**src/rtl/result_bcd_conv_if.sv**
```systemverilog
// result_bcd_conv_if: start/value request and BCD result bundle for result_bcd_conv
interface result_bcd_conv_if;
    logic        start;
    logic [11:0] value;
    logic        busy;
    logic        done;
    logic        neg;
    logic [3:0]  dig3, dig2, dig1, dig0;
    modport master (output start, value, input busy, done, neg, dig3, dig2, dig1, dig0);
    modport slave  (input start, value, output busy, done, neg, dig3, dig2, dig1, dig0);
endinterface

```
**src/rtl/result_bcd_conv.sv**
```systemverilog
// result_bcd_conv: 12-bit signed to sign + 4-digit BCD via sequential double dabble.
// Optional leading-zero blanking with LEADING_ZERO_BLANK_EN.
module result_bcd_conv (
    input logic clk,
    input logic rst,
    result_bcd_conv_if.slave bus
);
    typedef enum logic [1:0] {IDLE, SHIFT, FINISH} state_t;
    state_t state, state_nx;
    logic [11:0] mag;
    logic [15:0] bcd, adj, dig_nx;
    logic [3:0]  cnt;
    logic        sign, done, neg;
    logic [15:0] dig;
    always_comb begin
        adj = bcd;
        for (int i = 0; i < 4; i++)
            adj[4*i +: 4] = bcd[4*i +: 4] >= 4'd5 ? bcd[4*i +: 4] + 4'd3 : bcd[4*i +: 4];
    end
    always_comb begin
        state_nx = state;
        if (state == IDLE && bus.start) state_nx = SHIFT;
        else if (state == SHIFT && cnt == 4'd11) state_nx = FINISH;
        else if (state == FINISH) state_nx = IDLE;
    end
`ifdef LEADING_ZERO_BLANK_EN
    logic blank3, blank2, blank1;
    always_comb begin
        blank3 = bcd[15:12] == 4'd0;
        blank2 = blank3 && bcd[11:8] == 4'd0;
        blank1 = blank2 && bcd[7:4] == 4'd0;
        dig_nx = {blank3 ? 4'hF : bcd[15:12], blank2 ? 4'hF : bcd[11:8],
                  blank1 ? 4'hF : bcd[7:4], bcd[3:0]};
    end
`else
    always_comb dig_nx = bcd;
`endif
    always_ff @(posedge clk or posedge rst) begin
        if (rst) begin
            state <= IDLE;
            mag   <= '0;
            bcd   <= '0;
            cnt   <= '0;
            sign  <= 1'b0;
            done  <= 1'b0;
            neg   <= 1'b0;
            dig   <= '0;
        end else begin
            state <= state_nx;
            done  <= state == FINISH;
            if (state == IDLE && bus.start) begin
                // 0x800 negates to itself, which is the correct unsigned 2048
                mag  <= bus.value[11] ? 12'(~bus.value + 12'd1) : bus.value;
                sign <= bus.value[11];
                bcd  <= '0;
                cnt  <= '0;
            end else if (state == SHIFT) begin
                {bcd, mag} <= {adj[14:0], mag, 1'b0};
                cnt        <= cnt + 4'd1;
            end else if (state == FINISH) begin
                dig <= dig_nx;
                neg <= sign;
            end
        end
    end
    assign bus.busy = state != IDLE;
    assign bus.done = done;
    assign bus.neg  = neg;
    assign {bus.dig3, bus.dig2, bus.dig1, bus.dig0} = dig;
endmodule

```
**src/flat_wrapper.sv**
```systemverilog
// flat-port wrapper written by rule: the top's interface ports become plain ports
module result_bcd_conv_flat 
  (clk, rst, bus_start, bus_value, bus_busy, bus_done, bus_neg, bus_dig3, bus_dig2, bus_dig1, bus_dig0);
  result_bcd_conv_if bus_i ();
  input logic clk;
  input logic rst;
  input wire logic [$bits(bus_i.start)-1:0] bus_start;
  input wire logic [$bits(bus_i.value)-1:0] bus_value;
  output wire logic [$bits(bus_i.busy)-1:0] bus_busy;
  output wire logic [$bits(bus_i.done)-1:0] bus_done;
  output wire logic [$bits(bus_i.neg)-1:0] bus_neg;
  output wire logic [$bits(bus_i.dig3)-1:0] bus_dig3;
  output wire logic [$bits(bus_i.dig2)-1:0] bus_dig2;
  output wire logic [$bits(bus_i.dig1)-1:0] bus_dig1;
  output wire logic [$bits(bus_i.dig0)-1:0] bus_dig0;
  assign bus_i.start = bus_start;
  assign bus_i.value = bus_value;
  assign bus_busy = bus_i.busy;
  assign bus_done = bus_i.done;
  assign bus_neg = bus_i.neg;
  assign bus_dig3 = bus_i.dig3;
  assign bus_dig2 = bus_i.dig2;
  assign bus_dig1 = bus_i.dig1;
  assign bus_dig0 = bus_i.dig0;
  result_bcd_conv u_core (.clk(clk), .rst(rst), .bus(bus_i));
endmodule
```
**config.mk**
```make
export PLATFORM = sky130hd
export DESIGN_NAME = result_bcd_conv_flat
export DESIGN_NICKNAME = d
export VERILOG_FILES = /design/src/rtl/result_bcd_conv_if.sv /design/src/rtl/result_bcd_conv.sv /design/src/flat_wrapper.sv
export SDC_FILE = /design/constraint.sdc
export NUM_CORES = 1
export LEC_CHECK = 0
export BUFFER_PORTS_ARGS = -buffer_cell sky130_fd_sc_hd__buf_4
export CAP_MARGIN = 10
export CELL_PAD_IN_SITES_DETAIL_PLACEMENT = 1
export CELL_PAD_IN_SITES_GLOBAL_PLACEMENT = 2
export CORE_ASPECT_RATIO = 2
export CORE_MARGIN = 8
export CORE_UTILIZATION = 39
export DETAILED_ROUTE_END_ITERATION = 8
export GPL_ROUTABILITY_DRIVEN = 0
export PLACE_DENSITY_LB_ADDON = 0.1
export SETUP_SLACK_MARGIN = 0.15
export SYNTH_ARGS = -nofsm -noshare
export SYNTH_HDL_FRONTEND = slang
export SYNTH_SLANG_ARGS = --single-unit
```
**constraint.sdc**
```tcl
create_clock -name clk -period 2.5 [get_ports clk]
set_input_delay 0.25 -clock clk [delete_from_list [all_inputs] [get_ports clk]]
set_output_delay 0.25 -clock clk [all_outputs]
set_load 0.005 [all_outputs]
```
Word level (Yosys, flattened, before mapping)
Cells that the tools add are included.
{ "totals": {"ff_bits": 53, "in_bits": 15, "output_inout_bits": 19, "elab_cells": 45} }
{ "op_classes": {"addsub": 6, "order_cmp": 4, "eq_ne": 3, "mux": 14, "bitwise_logic": 3, "reduce_logical": 7} }
{ "ops": {"columns": ["operator", "n"], "rows": [
  ["$mux W12", 3],
  ["$mux W16", 2],
  ["$mux W4", 5],
  ["$ge A4 B3 Y1 const B", 4],
  ["$add A12 B1 Y12 const B", 1],
  ["$add A4 B2 Y4 const B", 3],
  ["$not A12 Y12", 1],
  ["$mux W2", 3],
  ["$add A4 B1 Y4 const B", 1],
  ["$eq A4 B4 Y1 const B", 1],
  ["$reduce_bool A2 Y1", 2],
  ["$add A3 B2 Y3 const B", 1],
  ["$mux W3", 1],
  ["$reduce_and A3 Y1", 1],
  ["$reduce_bool A3 Y1", 1],
  ["$eq A2 B1 Y1 const B", 1],
  ["$eq A2 B2 Y1 const B", 1],
  ["$logic_and A1 B1 Y1", 2],
  ["$logic_not A2 Y1", 1],
  ["$not A1 Y1", 2]
]} }

Longest topological paths before layout
{ "logic_depth": {"depth_word": 4, "mapped_depth": 6} }

Worst setup path before layout
OpenSTA, ideal clock, no wires.
{ "synth_timing": {"path_kind": "reg2reg", "from": "reg u_core.bcd[0]", "to": "reg u_core.bcd[2]", "setup_ns": 0.083, "t_arrival_ns": 1.432, "t_required_ns": 2.417, "slack_ns": 0.985, "stages_incl_launch_ff": 7, "period_less_slack_ns": 1.515, "path_cell_list": "dfrtp_1 > inv_1 > ha_1 > nand2b_1 > a21oi_1 > mux2_2 > o21ai_0"} }
{ "synth_between": {"elab_chain_len": 4} }
{ "synth_lines": {"columns": ["element", "line_no", "source"], "rows": [
  ["start: declaration", "result_bcd_conv.sv:11", "logic [15:0] bcd, adj, dig_nx;"],
  ["start signal: assignment", "result_bcd_conv.sv:58", "{bcd, mag} <= {adj[14:0], mag, 1'b0};"],
  ["$add A4 B2 Y4 / $ge A4 B3 Y1 (equally long branches)", "result_bcd_conv.sv:18", "adj[4*i +: 4] = bcd[4*i +: 4] >= 4'd5 ? bcd[4*i +: 4] + 4'd3 : bcd[4*i +: 4];"],
  ["$mux W4 (*)", "result_bcd_conv.sv:18", null],
  ["$mux W16 (*)", "result_bcd_conv.sv:57", "end else if (state == SHIFT) begin"],
  ["$mux W16 (*)", "result_bcd_conv.sv:51", "if (state == IDLE && bus.start) begin"]
]} }
Mark *: on every way between the ends. The rest lies on a longest branch, timed or not. The select of a mux whose other input is x is not followed.
A chain may end at the register's enable or synchronous reset.

Final worst setup path
{ "layout_timing": {"from": "reg u_core.bcd[4]", "to": "reg u_core.bcd[6]"} }
Same word-level chain as after synthesis.

==> flow_summary.json <==
{
  "status": "completed",
  "antenna_found_initial": 0,
  "global_route.usage.met1_pct": 13.5,
  "maxCapViolations": 0,
  "syn_to_final_growth_pct": 19.5,
  "clkSinkCount": 53,
  "grt_pass1_vias": 2181,
  "synth.avg_cell_area_um2": 10.1,
  "busiest_layer": "met2",
  "setup_viol": 0,
  "cts_resized": 0,
  "fin_crit_sh_pct": 69.0,
  "r2r-end": "u_core.bcd[6]",
  "skew_ns": 0.00199,
  "layout.nets": 313,
  "crit_start": "u_core.bcd[4]",
  "drtIter0Drc": 42,
  "min_path_type": "in -> async",
  "start_util_pct": 39.7,
  "dieArea_mm2": 0.00972,
  "cts_tree": "built",
  "r2r_slack_ns": 0.77,
  "fin_ws_ns": 0.775,
  "cp_slowest_cell": "dfrtp_1",
  "rsz0062_at_grt": "false",
  "coreArea_mm2": 0.00657,
  "drcViolationCount": 0,
  "port_buffers": 33,
  "grt_util_met3_pct": 3.20,
  "worst-path-buf-inv": 1,
  "post_cts_buffers": 0,
  "r2r-start": "u_core.bcd[4]",
  "finalSetupTns_ns": 0,
  "vias": 1937,
  "via_per_inst": 5.14,
  "start_kind": "flip-flop",
  "post-place-ws_ns": 0.772,
  "synth_cells": 257,
  "cts_root_buffer": "clkbuf_16",
  "arrival_ns": 1.93,
  "cp_max_fo": 4,
  "fin_cells": 377,
  "crit_chain": "inv_1 -> ha_1 -> nand2b_1 -> a21oi_1 -> mux2_2 -> o21ai_0",
  "worst-path-stages": 6,
  "grt_pass1_wl_um": 10300,
  "fp-row-count": 42,
  "grt_overflow": 0,
  "ys_ff_latch": 53,
  "required_ns": 2.71,
  "synth_area_mm2": 0.00261,
  "r2r_cells": 6,
  "ctsHoldBuffers": 0,
  "globalRouteMet2Util_pct": 24.5,
  "path_clk_slew_ns": 0.07,
  "drive_above_1_share_pct": 21.5,
  "antenna_cells": 0,
  "seq_area_frac_synth_pct": 50.9,
  "final-hold-violation-count": 0,
  "clock_path_buffers": 2,
  "fin_crit_ns": 1.73,
  "postLayoutCoreUtil_pct": 47.4,
  "insertion_delay_ns": 0.29,
  "slew_violations": 0,
  "path_class": "reg -> reg",
  "power_density_mw_per_mm2": 1220,
  "tightest_slew_ns": 0.673,
  "grt_max_degree": 54,
  "yosys.cell_types.count": 36,
  "dp.cells": 369,
  "grt_usage_pct": 13.5,
  "fp.dieW_um": 73.8,
  "hold-worst-slack_ns": 0.131,
  "cts_buffers": 5,
  "die_y_um": 132,
  "leakagePower_uw": 0.00144,
  "end_kind": "flip-flop",
  "h-tree-depth": 2,
  "routed_wl_um": 5790,
  "cpPeakStageDelay_ns": 0.40,
  "max_freq_mhz": 580,
  "ant_nets": 0,
  "synth_nets": 282,
  "wl_per_cell_um": 15.4,
  "num_io_pins": 34,
  "vdd_drop_max_mv": 0.632,
  "hpwl_um": 4300,
  "synth-warning-count": 0,
  "crit_family": "compound AO/OA/AOI/OAI gates",
  "drt_pass1_iterations": 3,
  "max_slew_margin_pct": 55.2
}
cells in the final DEF (no fill, tap or decap), types with 4 or more instances in the layout:
master     instances
buf_4             37
nand3_1            8
inv_1             12
a21oi_1            7
nor3_1             6
xor2_1             6
xnor2_1            9
a22oi_1           10
o21ai_0           36
ha_1              10
o31ai_1            4
o21ai_1            4
mux2_2            11
nand2_1           35
clkbuf_16          5
dfrtp_1           53
nand2b_1           7
worst register-to-register path, delay by kind of cell, from the launching register on:
kind	cells	cell delay, ns
and+or+nand+nor	1	0.07
buffers and inverters	1	0.12
adders and majority gates	1	0.22
DFF	1	0.40
muxes	1	0.39
AOI/OAI and AO/OA	2	0.44
report_power, final:
part           internal (uW)  switching [uW]
combinational            688             743
clock                    572             306
sequential              1220             280
state kept, by name, indices dropped and copies added, names as in the netlist:
register         cells
u_core.bcd          16
u_core.bus.done      1
u_core.bus.neg       1
u_core.cnt           4
u_core.dig          16
u_core.mag          12
u_core.sign          1
u_core.state         2
metrics by stage:
step                      power [uW]  instance area, um^2
final                           3810                 3120
after global routing            4150                 3120
after floorplan                 2460                 2610
after CTS                       3900                 3120
after detailed placement        3000                 2930
after global placement          2940                 2930
per-layer routing:
metal | share of wire, % | wire [um] | vias to the layer above
met4 | 2.0 | 117 | 0
met3 | 3.4 | 197 | 6
met1 | 38 | 2200 | 953
li1 | - | - | 951
met5 | 0 | 0 | -
met2 | 57 | 3280 | 27
logic make-up after synthesis:
logic type | count (synthesis) | synth area share (%)
DFF | 53 | 50.9
and+or+nand+nor | 70 | 12.9
AOI/OAI and AO/OA | 70 | 16.2
adders and majority gates | 10 | 4.80
buffers and inverters | 26 | 4.65
xor gates and xnor gates | 15 | 5.04
muxes | 13 | 5.52
cell type report:
class | count | area [um^2]
clock buffer | 5 | 125
timing repair buffer | 37 | 278
inverter | 13 | 48.8
tap | 88 | 110
multi-input combinational | 178 | 1160
fill | 767 | 3450
clock inverter | 3 | 65.1
sequential | 53 | 1330
worst max-delay path by stage:
stage	endpoint
after detailed placement	u_core.bcd[2]
after global routing	u_core.bcd[6]
after CTS	u_core.bcd[2]
after global placement	u_core.bcd[2]
final	u_core.bcd[6]
after floorplan	u_core.bcd[0]
synthesized netlist by cell type (all sizes together):
| library cell | count | area (um^2) |
|---|---|---|
| nor3 | 6 | 30.0 |
| a22o | 2 | 17.5 |
| nor4 | 2 | 12.5 |
| mux2 | 11 | 124 |
| xnor2 | 9 | 78.8 |
| or3b | 1 | 8.76 |
| o21a | 1 | 7.51 |
| nor2 | 3 | 11.3 |
| nand3 | 8 | 40.0 |
| nand2b | 7 | 43.8 |
| nand2 | 35 | 131 |
| mux2i | 2 | 20.0 |
| nor3b | 1 | 7.51 |
| a32oi | 1 | 8.76 |
| nor2b | 2 | 12.5 |
| o31ai | 5 | 42.5 |
| nand4 | 1 | 6.26 |
| clkbuf | 7 | 36.3 |
| buf | 6 | 36.3 |
| or4 | 3 | 26.3 |
| o21ai | 40 | 200 |
| xor2 | 6 | 52.6 |
| a31oi | 2 | 12.5 |
| ha | 10 | 125 |
| o21bai | 1 | 7.51 |
| dfrtp | 53 | 1330 |
| inv | 13 | 48.8 |
| or2 | 1 | 6.26 |
| a21oi | 7 | 35.0 |
| o41ai | 1 | 16.3 |
| a22oi | 10 | 75.1 |
Power figures use the tool's default switching activity.
